--- src/rtl/if_stage_pkg.sv ---
// Shared definitions for the instruction-fetch stage.
// Holds the fetch FSM state encodings, the bubble instruction and the
// default reset PC, plus a word-alignment helper.
package if_stage_pkg;

  typedef enum logic [1:0] {
    ST_REQ  = 2'd0,  // issue a request at pc
    ST_WAIT = 2'd1,  // request outstanding, waiting for imem_valid
    ST_KILL = 2'd2,  // outstanding request made stale by a redirect
    ST_BUF  = 2'd3   // fetched word parked in skid while ID is stalled
  } fetch_state_t;

  localparam logic [31:0] NOP_INSTR        = 32'h0000_0000;  // sll $0,$0,0
  localparam logic [31:0] DEFAULT_RESET_PC = 32'h0000_3000;

  function automatic logic [31:0] word_align(input logic [31:0] addr);
    return addr & 32'hFFFF_FFFC;
  endfunction

endpackage

--- src/rtl/if_stage_if_id_reg.sv ---
// IF/ID pipeline register: instruction, PC+4 and valid flag.
// Ports:
//   clock, reset   posedge clock, synchronous active-high reset
//   flush          load a bubble; wins over hold
//   hold           keep current contents (load-use stall)
//   load           capture im_in/pc4_in as a valid instruction;
//                  with neither hold nor load a bubble is loaded
//   im_in, pc4_in  next instruction and its PC+4
//   im_out, pc4_out, valid_out  registered contents
module if_id_reg
  import if_stage_pkg::*;
#(
  parameter logic [31:0] NOP = NOP_INSTR
) (
  input  logic        clock,
  input  logic        reset,
  input  logic        flush,
  input  logic        hold,
  input  logic        load,
  input  logic [31:0] im_in,
  input  logic [31:0] pc4_in,
  output logic [31:0] im_out,
  output logic [31:0] pc4_out,
  output logic        valid_out
);

  always_ff @(posedge clock) begin
    if (reset || flush) begin
      im_out    <= NOP;
      pc4_out   <= '0;
      valid_out <= 1'b0;
    end else if (!hold) begin
      if (load) begin
        im_out    <= im_in;
        pc4_out   <= pc4_in;
        valid_out <= 1'b1;
      end else begin
        im_out    <= NOP;
        pc4_out   <= '0;
        valid_out <= 1'b0;
      end
    end
  end

endmodule

--- src/rtl/if_stage.sv ---
// Instruction-fetch stage: owns the PC, issues single-outstanding word
// reads to instruction memory and fills the IF/ID register. Honours ID
// stalls (fetched word parked in a skid register) and ID redirects
// (IF/ID flushed, in-flight fetch discarded).
// Ports:
//   clock, reset           posedge clock, synchronous active-high reset
//   stall                  hold IF/ID (load-use hazard)
//   redirect, redirect_pc  taken branch/jump/JR target from ID
//   imem_req, imem_addr    combinational read request to memory
//   imem_valid, imem_rdata read response (latency >= 1 cycle)
//   IF_ID_im_out, IF_ID_pc4, IF_ID_valid  registered IF/ID contents
module if_stage
  import if_stage_pkg::*;
#(
  parameter logic [31:0] RESET_PC = DEFAULT_RESET_PC,
  parameter logic [31:0] NOP      = NOP_INSTR
) (
  input  logic        clock,
  input  logic        reset,
  input  logic        stall,
  input  logic        redirect,
  input  logic [31:0] redirect_pc,
  output logic        imem_req,
  output logic [31:0] imem_addr,
  input  logic        imem_valid,
  input  logic [31:0] imem_rdata,
  output logic [31:0] IF_ID_im_out,
  output logic [31:0] IF_ID_pc4,
  output logic        IF_ID_valid
);

  fetch_state_t state, state_n;
  logic [31:0]  pc, pc_n;
  logic [31:0]  skid, skid_n;
  logic [31:0]  pc_plus4;

  logic         ifid_flush;
  logic         ifid_hold;
  logic         ifid_load;
  logic [31:0]  ifid_im;
  logic [31:0]  ifid_pc4;

  assign pc_plus4 = pc + 32'd4;

  always_ff @(posedge clock) begin
    if (reset) begin
      state <= ST_REQ;
      pc    <= RESET_PC;
      skid  <= '0;
    end else begin
      state <= state_n;
      pc    <= pc_n;
      skid  <= skid_n;
    end
  end

  always_comb begin
    state_n    = state;
    pc_n       = pc;
    skid_n     = skid;
    imem_req   = 1'b0;
    imem_addr  = pc;
    ifid_flush = 1'b0;
    ifid_hold  = 1'b0;
    ifid_load  = 1'b0;
    ifid_im    = imem_rdata;
    ifid_pc4   = pc_plus4;

    if (redirect) begin
      // Request stays low here; a fetch still in flight without data
      // this cycle must be drained in KILL before the target is fetched.
      pc_n       = word_align(redirect_pc);
      skid_n     = '0;
      ifid_flush = 1'b1;
      if ((state == ST_WAIT || state == ST_KILL) && !imem_valid)
        state_n = ST_KILL;
      else
        state_n = ST_REQ;
    end else begin
      unique case (state)
        ST_REQ: begin
          // Any imem_valid seen here predates a reset and is ignored.
          imem_req  = 1'b1;
          imem_addr = pc;
          ifid_hold = stall;
          state_n   = ST_WAIT;
        end
        ST_WAIT: begin
          if (imem_valid) begin
            pc_n = pc_plus4;
            if (stall) begin
              skid_n    = imem_rdata;
              ifid_hold = 1'b1;
              state_n   = ST_BUF;
            end else begin
              ifid_load = 1'b1;
              imem_req  = 1'b1;
              imem_addr = pc_plus4;
            end
          end else begin
            ifid_hold = stall;
          end
        end
        ST_BUF: begin
          // pc was already advanced when the word was parked, so pc is
          // the parked word's PC+4.
          if (stall) begin
            ifid_hold = 1'b1;
          end else begin
            ifid_load = 1'b1;
            ifid_im   = skid;
            ifid_pc4  = pc;
            state_n   = ST_REQ;
          end
        end
        ST_KILL: begin
          ifid_hold = 1'b1;
          if (imem_valid)
            state_n = ST_REQ;
        end
        default: begin
          state_n = ST_REQ;
        end
      endcase
    end
  end

  if_id_reg #(
    .NOP (NOP)
  ) u_if_id_reg (
    .clock     (clock),
    .reset     (reset),
    .flush     (ifid_flush),
    .hold      (ifid_hold),
    .load      (ifid_load),
    .im_in     (ifid_im),
    .pc4_in    (ifid_pc4),
    .im_out    (IF_ID_im_out),
    .pc4_out   (IF_ID_pc4),
    .valid_out (IF_ID_valid)
  );

endmodule

--- config.mk ---
export PLATFORM = sky130hd
export DESIGN_NAME = if_stage
export DESIGN_NICKNAME = d
export VERILOG_FILES = /design/src/rtl/if_stage_pkg.sv /design/src/rtl/if_stage_if_id_reg.sv /design/src/rtl/if_stage.sv
export SDC_FILE = /design/constraint.sdc
export NUM_CORES = 1
export LEC_CHECK = 0
export BUFFER_PORTS_ARGS = -buffer_cell sky130_fd_sc_hd__clkbuf_2
export CAP_MARGIN = 0
export CORE_ASPECT_RATIO = 0.75
export CORE_MARGIN = 2
export CORE_UTILIZATION = 50
export DETAILED_ROUTE_END_ITERATION = 8
export HOLD_SLACK_MARGIN = 0.05
export PLACE_DENSITY_LB_ADDON = 0.3
export SLEW_MARGIN = 15
export SYNTH_ARGS = -nofsm -noshare
export SYNTH_HDL_FRONTEND = slang
export SYNTH_SLANG_ARGS = --single-unit
--- constraint.sdc ---
create_clock -name clock -period 4.6 [get_ports clock]
set_clock_uncertainty 0.1 [all_clocks]
set_input_delay 0.23 -clock clock [delete_from_list [all_inputs] [get_ports clock]]
set_output_delay 0.23 -clock clock [all_outputs]
set_load 0.05 [all_outputs]
==> flow_summary.json, run 1 <==
{
  "port_buffers": 160,
  "path_max_fanout": 18,
  "synth_ff_type": "dfxtp_1",
  "fillCellCount": 1026,
  "routed_wl_um": 18390,
  "htreeDepth": 4,
  "cts-resized-gates": 0,
  "p_leak_nw": 3.293,
  "cts_tree": "built",
  "setup_tns_ps": 0,
  "setup_viol": 0,
  "cp.required_ps": 4270,
  "die_h_um": 102.0,
  "die_w_um": 134.7,
  "die_area_um2": 13750,
  "synth-seq-cells": 127,
  "clock_path_buffers": 2,
  "diodes": 0,
  "cts_setup_buffers": 0,
  "cts_hold_buf": 61,
  "synth_edf_count": 0,
  "cpMaxStageDelayCell": "or3_1",
  "clock.fmax_mhz": 262.5,
  "timing.max_cap.violations": 0,
  "worst_pin_slew_ps": 1172,
  "syn_area_um2": 6409,
  "first_global_vias": 5898,
  "cp.arrival_ps": 3480,
  "io_pins": 167,
  "antenna_found_initial": 0,
  "startpoint_type": "register",
  "drt_iter0_markers": 537,
  "synth_top_family_by_area": "simple AND/OR/NAND/NOR gates",
  "grt_pass1_wl_um": 29520,
  "synth_xor_area_frac": 0.1025,
  "clk_root_buffer_cell": "clkbuf_16",
  "period_share": 0.8283,
  "globalRouteOverflowTotal": 0,
  "hp-class": "input port to register",
  "start_util": 0.5171,
  "muxShareOfSynthArea": 0.01093,
  "cp_num_buf_inv": 2,
  "crit_path_end_kind": "output port",
  "rsz0062_at_grt": "false",
  "area_delta_synth_final_pct": 30.36,
  "synthSimpleGateAreaFrac": 0.2671,
  "wire_per_inst_um": 15.80,
  "final_layout_size_suffix_gt1_frac": 0.2184,
  "async_reset_ff_frac": 0,
  "nets": 1060,
  "cts_buffers": 17,
  "yosysWarningCount": 0,
  "netlist_instances": 815,
  "slew_headroom": 0.2150,
  "synth_cell_types": 52,
  "synth_seq_area_share": 0.3967,
  "clock_sink_count": 127,
  "routed-via-count": 6419,
  "synth-compound-area-share": 0.1513,
  "p_per_area_nw_per_um2": 342.5,
  "row_count": 35,
  "status": "finished, final reports clean",
  "synthAdderAreaFrac": 0.01171,
  "gp_congestion": 0.8574,
  "grt_max_degree": 78,
  "holdWs_ps": 77.53,
  "syn_area_per_cell_um2": 7.863,
  "ant_nets": 0,
  "ir_drop_uv": 309.8,
  "drv_slew": 0,
  "slowest_delay_ps": 620,
  "via_per_inst": 5.515,
  "drcViolationCount": 0,
  "fin_crit_ps": 3810,
  "grt_use_total": 0.2710,
  "crit_family": "simple AND/OR/NAND/NOR gates",
  "clkLatencyLatePin_ps": 410,
  "coreArea_um2": 12390,
  "crit_type": "register to output port",
  "path_clk_slew_ps": 60,
  "finalHoldViolCount": 0,
  "dp_hpwl_um": 11660,
  "drt_first_pass_iters": 5,
  "crit_path_cell_trace": "ha_1 > and2_0 > buf_4 > nand2_1 > or3_1 > nor2_1 > xor2_1 > clkbuf_2"
}
-- state kept, by name, summed over array words and instances (netlist names) --
signal and count:
pc 30, state 2, u_if_id_reg.pc4_out 30, u_if_id_reg.im_out 32, u_if_id_reg.valid_out 1, skid 32
-- area by class of cell --
class                           instances  area, um^2  share of cell area
Tap cell                              166       207.7             0.02486
Sequential cell                       127        2542              0.3043
Clock buffer                           18       429.2             0.05137
Timing Repair Buffer                  232        1506              0.1803
Inverter                                4       15.01            0.001797
Clock inverter                         14       136.4             0.01632
Multi-Input combinational cell        603        3517              0.4210
-- metal layers --
layer  part of all wire  global-route usage  up-vias
li1                   -                   -     3169
met1               0.46              0.3751     2973
met2               0.45              0.4291      253
met3              0.070             0.05605       24
met4              0.016             0.08259        0
met5                  0                   0        -
-- through the flow --
step                      total power, W  setup WS (ps)  instances  area [um^2]    util
after detailed placement        0.001552           1189       1071         7178  0.5792
after floorplan                 0.001454           1825        818         6420       -
after global placement          0.001549           1328       1071         7178  0.5792
after CTS                       0.002872          837.0       1164         8354  0.6741
final                           0.002861          789.9       1164         8354  0.6741
after global routing            0.002962          576.9       1164         8354  0.6741
-- report_power, final --
| part | switching, W | total, W | internal [W] |
|---|---|---|---|
| sequential | 0.0000462 | 0.00118 | 0.00113 |
| clock | 0.000536 | 0.00129 | 0.000752 |
| combinational | 0.000255 | 0.000396 | 0.000141 |
-- logic make-up after synthesis --
| kind of cell | after synthesis |
|---|---|
| muxes | 7 |
| other | 1 |
| AOI/OAI and AO/OA | 147 |
| DFF | 127 |
| and+or+nand+nor | 364 |
| buffers and inverters | 88 |
| xor gates and xnor gates | 75 |
| adders and majority gates | 6 |
-- tightest hold or removal path: stages --
cell and delay (ps):
clkbuf_2 80, nor2_1 140, a211oi_1 80
-- synth_stat cells (10+ instances only) --
library cell  count  area [um^2]
nor4_1           18        112.6
nand2_1         127        476.7
xnor2_1          44        385.4
o21ai_0          25        125.1
xor2_1           31        271.5
a21oi_1          45        225.2
nand3_1          18        90.09
buf_2            19        95.09
nor3_1           46        230.2
a221oi_1         29        254.0
dfxtp_1         127         2542
nor2_1          104        390.4
a22oi_1          10        75.07
a211oi_1         15        112.6
clkbuf_1         55        206.5
nand4_1          15        93.84
-- final timing paths --
check / start / endpoint / slack (ps) / depth (start not counted)
min: redirect_pc[25] / pc[25]$_SDFFE_PP0P_ / 80 / 3
min reg2reg: u_if_id_reg.pc4_out[27]$_SDFFE_PP0N_ / u_if_id_reg.pc4_out[27]$_SDFFE_PP0N_ / 350 / 2
max reg2reg: state[0]$_SDFFE_PP0P_ / u_if_id_reg.pc4_out[12]$_SDFFE_PP0N_ / 1080 / 7
max: state[0]$_SDFFE_PP0P_ / imem_addr[31] / 790 / 8
-- cells in the final DEF, fill, tap and decap left out, types with 25 or more instances in the layout --
cell / synthesis / final
dlygate4sd3_1: 0 / 61
o21ai_0: 25 / 25
xor2_1: 31 / 31
xnor2_1: 44 / 44
dfxtp_1: 127 / 127
nor2_1: 104 / 102
nand2_1: 127 / 127
nor3_1: 46 / 46
a221oi_1: 29 / 29
clkbuf_2: 2 / 160
a21oi_1: 45 / 45
No activity file was read; power rests on OpenSTA's default activity.
==> run 2: changes to the inputs <==
- clock period: 4.6 -> 3.7 ns (I/O delays scaled with it)
==> flow_summary.json, run 2 (synthesis gave the netlist of run 1 again) <==
{
  "drt_first_pass_iters": 5,
  "coreArea_um2": 12390,
  "wire_per_inst_um": 15.63,
  "path_max_fanout": 11,
  "final_common_cell": "clkbuf_2",
  "grt_use_total": 0.2640,
  "startpoint_type": "register",
  "drv_slew": 0,
  "hold_depth": 4,
  "diodes": 0,
  "die_h_um": 102.0,
  "stdcell_count": 1171,
  "period_share": 0.9265,
  "clock.fmax_mhz": 291.7,
  "p_leak_nw": 3.358,
  "clk_root_buffer_cell": "clkbuf_16",
  "dp_hpwl_um": 11890,
  "ant_nets": 0,
  "final_layout_size_suffix_gt1_frac": 0.2229,
  "rsz0062_at_grt": "false",
  "cp.arrival_ps": 3140,
  "cts_tree": "built",
  "top_regs": "skid (32), u_if_id_reg.im_out (32)",
  "fin_ws_ps": 272.0,
  "start_util": 0.5171,
  "p_per_area_nw_per_um2": 438.4,
  "crit_type": "register to output port",
  "hp-class": "input port to register",
  "finalHoldViolCount": 0,
  "io_pins": 167,
  "setup_tns_ps": 0,
  "cp.required_ps": 3410,
  "drt_iter0_markers": 498,
  "grt_pass1_wl_um": 29040,
  "worst_pin_slew_ps": 1054,
  "cts_buffers": 17,
  "port_buffers": 160,
  "first_global_vias": 5737,
  "routed-via-count": 6485,
  "cts_setup_buffers": 0,
  "place_ws_ps": 417.9,
  "die_w_um": 134.7,
  "slew_headroom": 0.2958,
  "ir_drop_uv": 322.1,
  "area_delta_synth_final_pct": 31.96,
  "die_area_um2": 13750,
  "clock_path_buffers": 2,
  "postLayoutCellArea_um2": 8457,
  "drcViolationCount": 0,
  "placed_cell_area_um2": 7203,
  "holdWs_ps": 214.8,
  "row_count": 35,
  "htreeDepth": 4,
  "fin_crit_ps": 3428,
  "status": "finished, final reports clean",
  "globalRouteOverflowTotal": 0,
  "timing.max_cap.violations": 0,
  "setup_viol": 0,
  "crit_path_end_kind": "output port",
  "clkLatencyLatePin_ps": 410,
  "gp_congestion": 0.8885,
  "routed_wl_um": 18310,
  "nets": 1067,
  "path_clk_slew_ps": 60,
  "clock_sink_count": 127,
  "dp.cells": 1076,
  "grt_max_degree": 60,
  "final_cell_mix": "clkbuf_2, nand2_1, dfxtp_1, nor2_1, dlygate4sd3_1",
  "antenna_found_initial": 0,
  "r2r_cells": 7,
  "via_per_inst": 5.538
}
==> run 2: cell types whose count changed in the layout (fill, tap and decap cells not counted), moves of 2 or more <==
cell           change
dlygate4sd3_1      +2
clkinvlp_4         -2
bufinv_16          +2
inv_6              -2
buf_4              +6
==> run 2: path summary, 6_finish.rpt <==
| check | slack [ps] | endpoint | startpoint |
|---|---|---|---|
| max | 270 | imem_addr[23] | state[1]$_SDFFE_PP0P_ |
| min | 210 | u_if_id_reg.pc4_out[21]$_SDFFE_PP0N_ | stall |
| max reg2reg | 450 | u_if_id_reg.pc4_out[29]$_SDFFE_PP0N_ | state[1]$_SDFFE_PP0P_ |
| min reg2reg | 350 | u_if_id_reg.pc4_out[11]$_SDFFE_PP0N_ | u_if_id_reg.pc4_out[11]$_SDFFE_PP0N_ |
==> run 2: final cells by class <==
class	count	area, um^2
repair buffers	239	1551
clock inverters	14	183.9
clock buffers	18	439.2
inverters	4	15.01
flip-flops and latches	127	2542
well taps	166	207.7
multi-input cells	603	3517
fillers	1038	3936
==> run 2: critical path, cell delays in order (launching register included) <==
cell      delay (ps)
dfxtp_1          340
inv_1            110
ha_1             290
and2_1           400
nand2_1          390
or3_1            560
nor2_1           160
xnor2_1          170
clkbuf_2         320
==> run 2: where the power goes <==
part / switching [W] / internal (W) / leakage [nW] / total, W
combinational: 0.000317 / 0.000178 / 2.03 / 0.000495
clock: 0.000657 / 0.00109 / 0.297 / 0.00175
sequential: 0.0000574 / 0.00141 / 1.03 / 0.00146
==> run 2: timing repair <==
action,CTS,global route
hold buffers,63,0
resized for setup,0,1
hold endpoints to repair,95,0
endpoints found under the setup margin,0,6
==> run 2: per-layer routing <==
metal  wire (um)  vias to the layer above  global-route usage
li1            -                     3178                   -
met1        8427                     3013              0.3799
met2        8172                      269              0.4022
met3        1418                       25             0.05456
met4         290                        0             0.07449
met5           0                        -                   0
==> run 2: stage by stage <==
stage / util / total power [W]
2_1_floorplan: - / 0.001808
3_3_place_gp: 0.5812 / 0.001926
3_5_place_dp: 0.5812 / 0.001931
4_1_cts: 0.6824 / 0.003723
5_1_grt: 0.6824 / 0.003830
6_report: 0.6824 / 0.003707
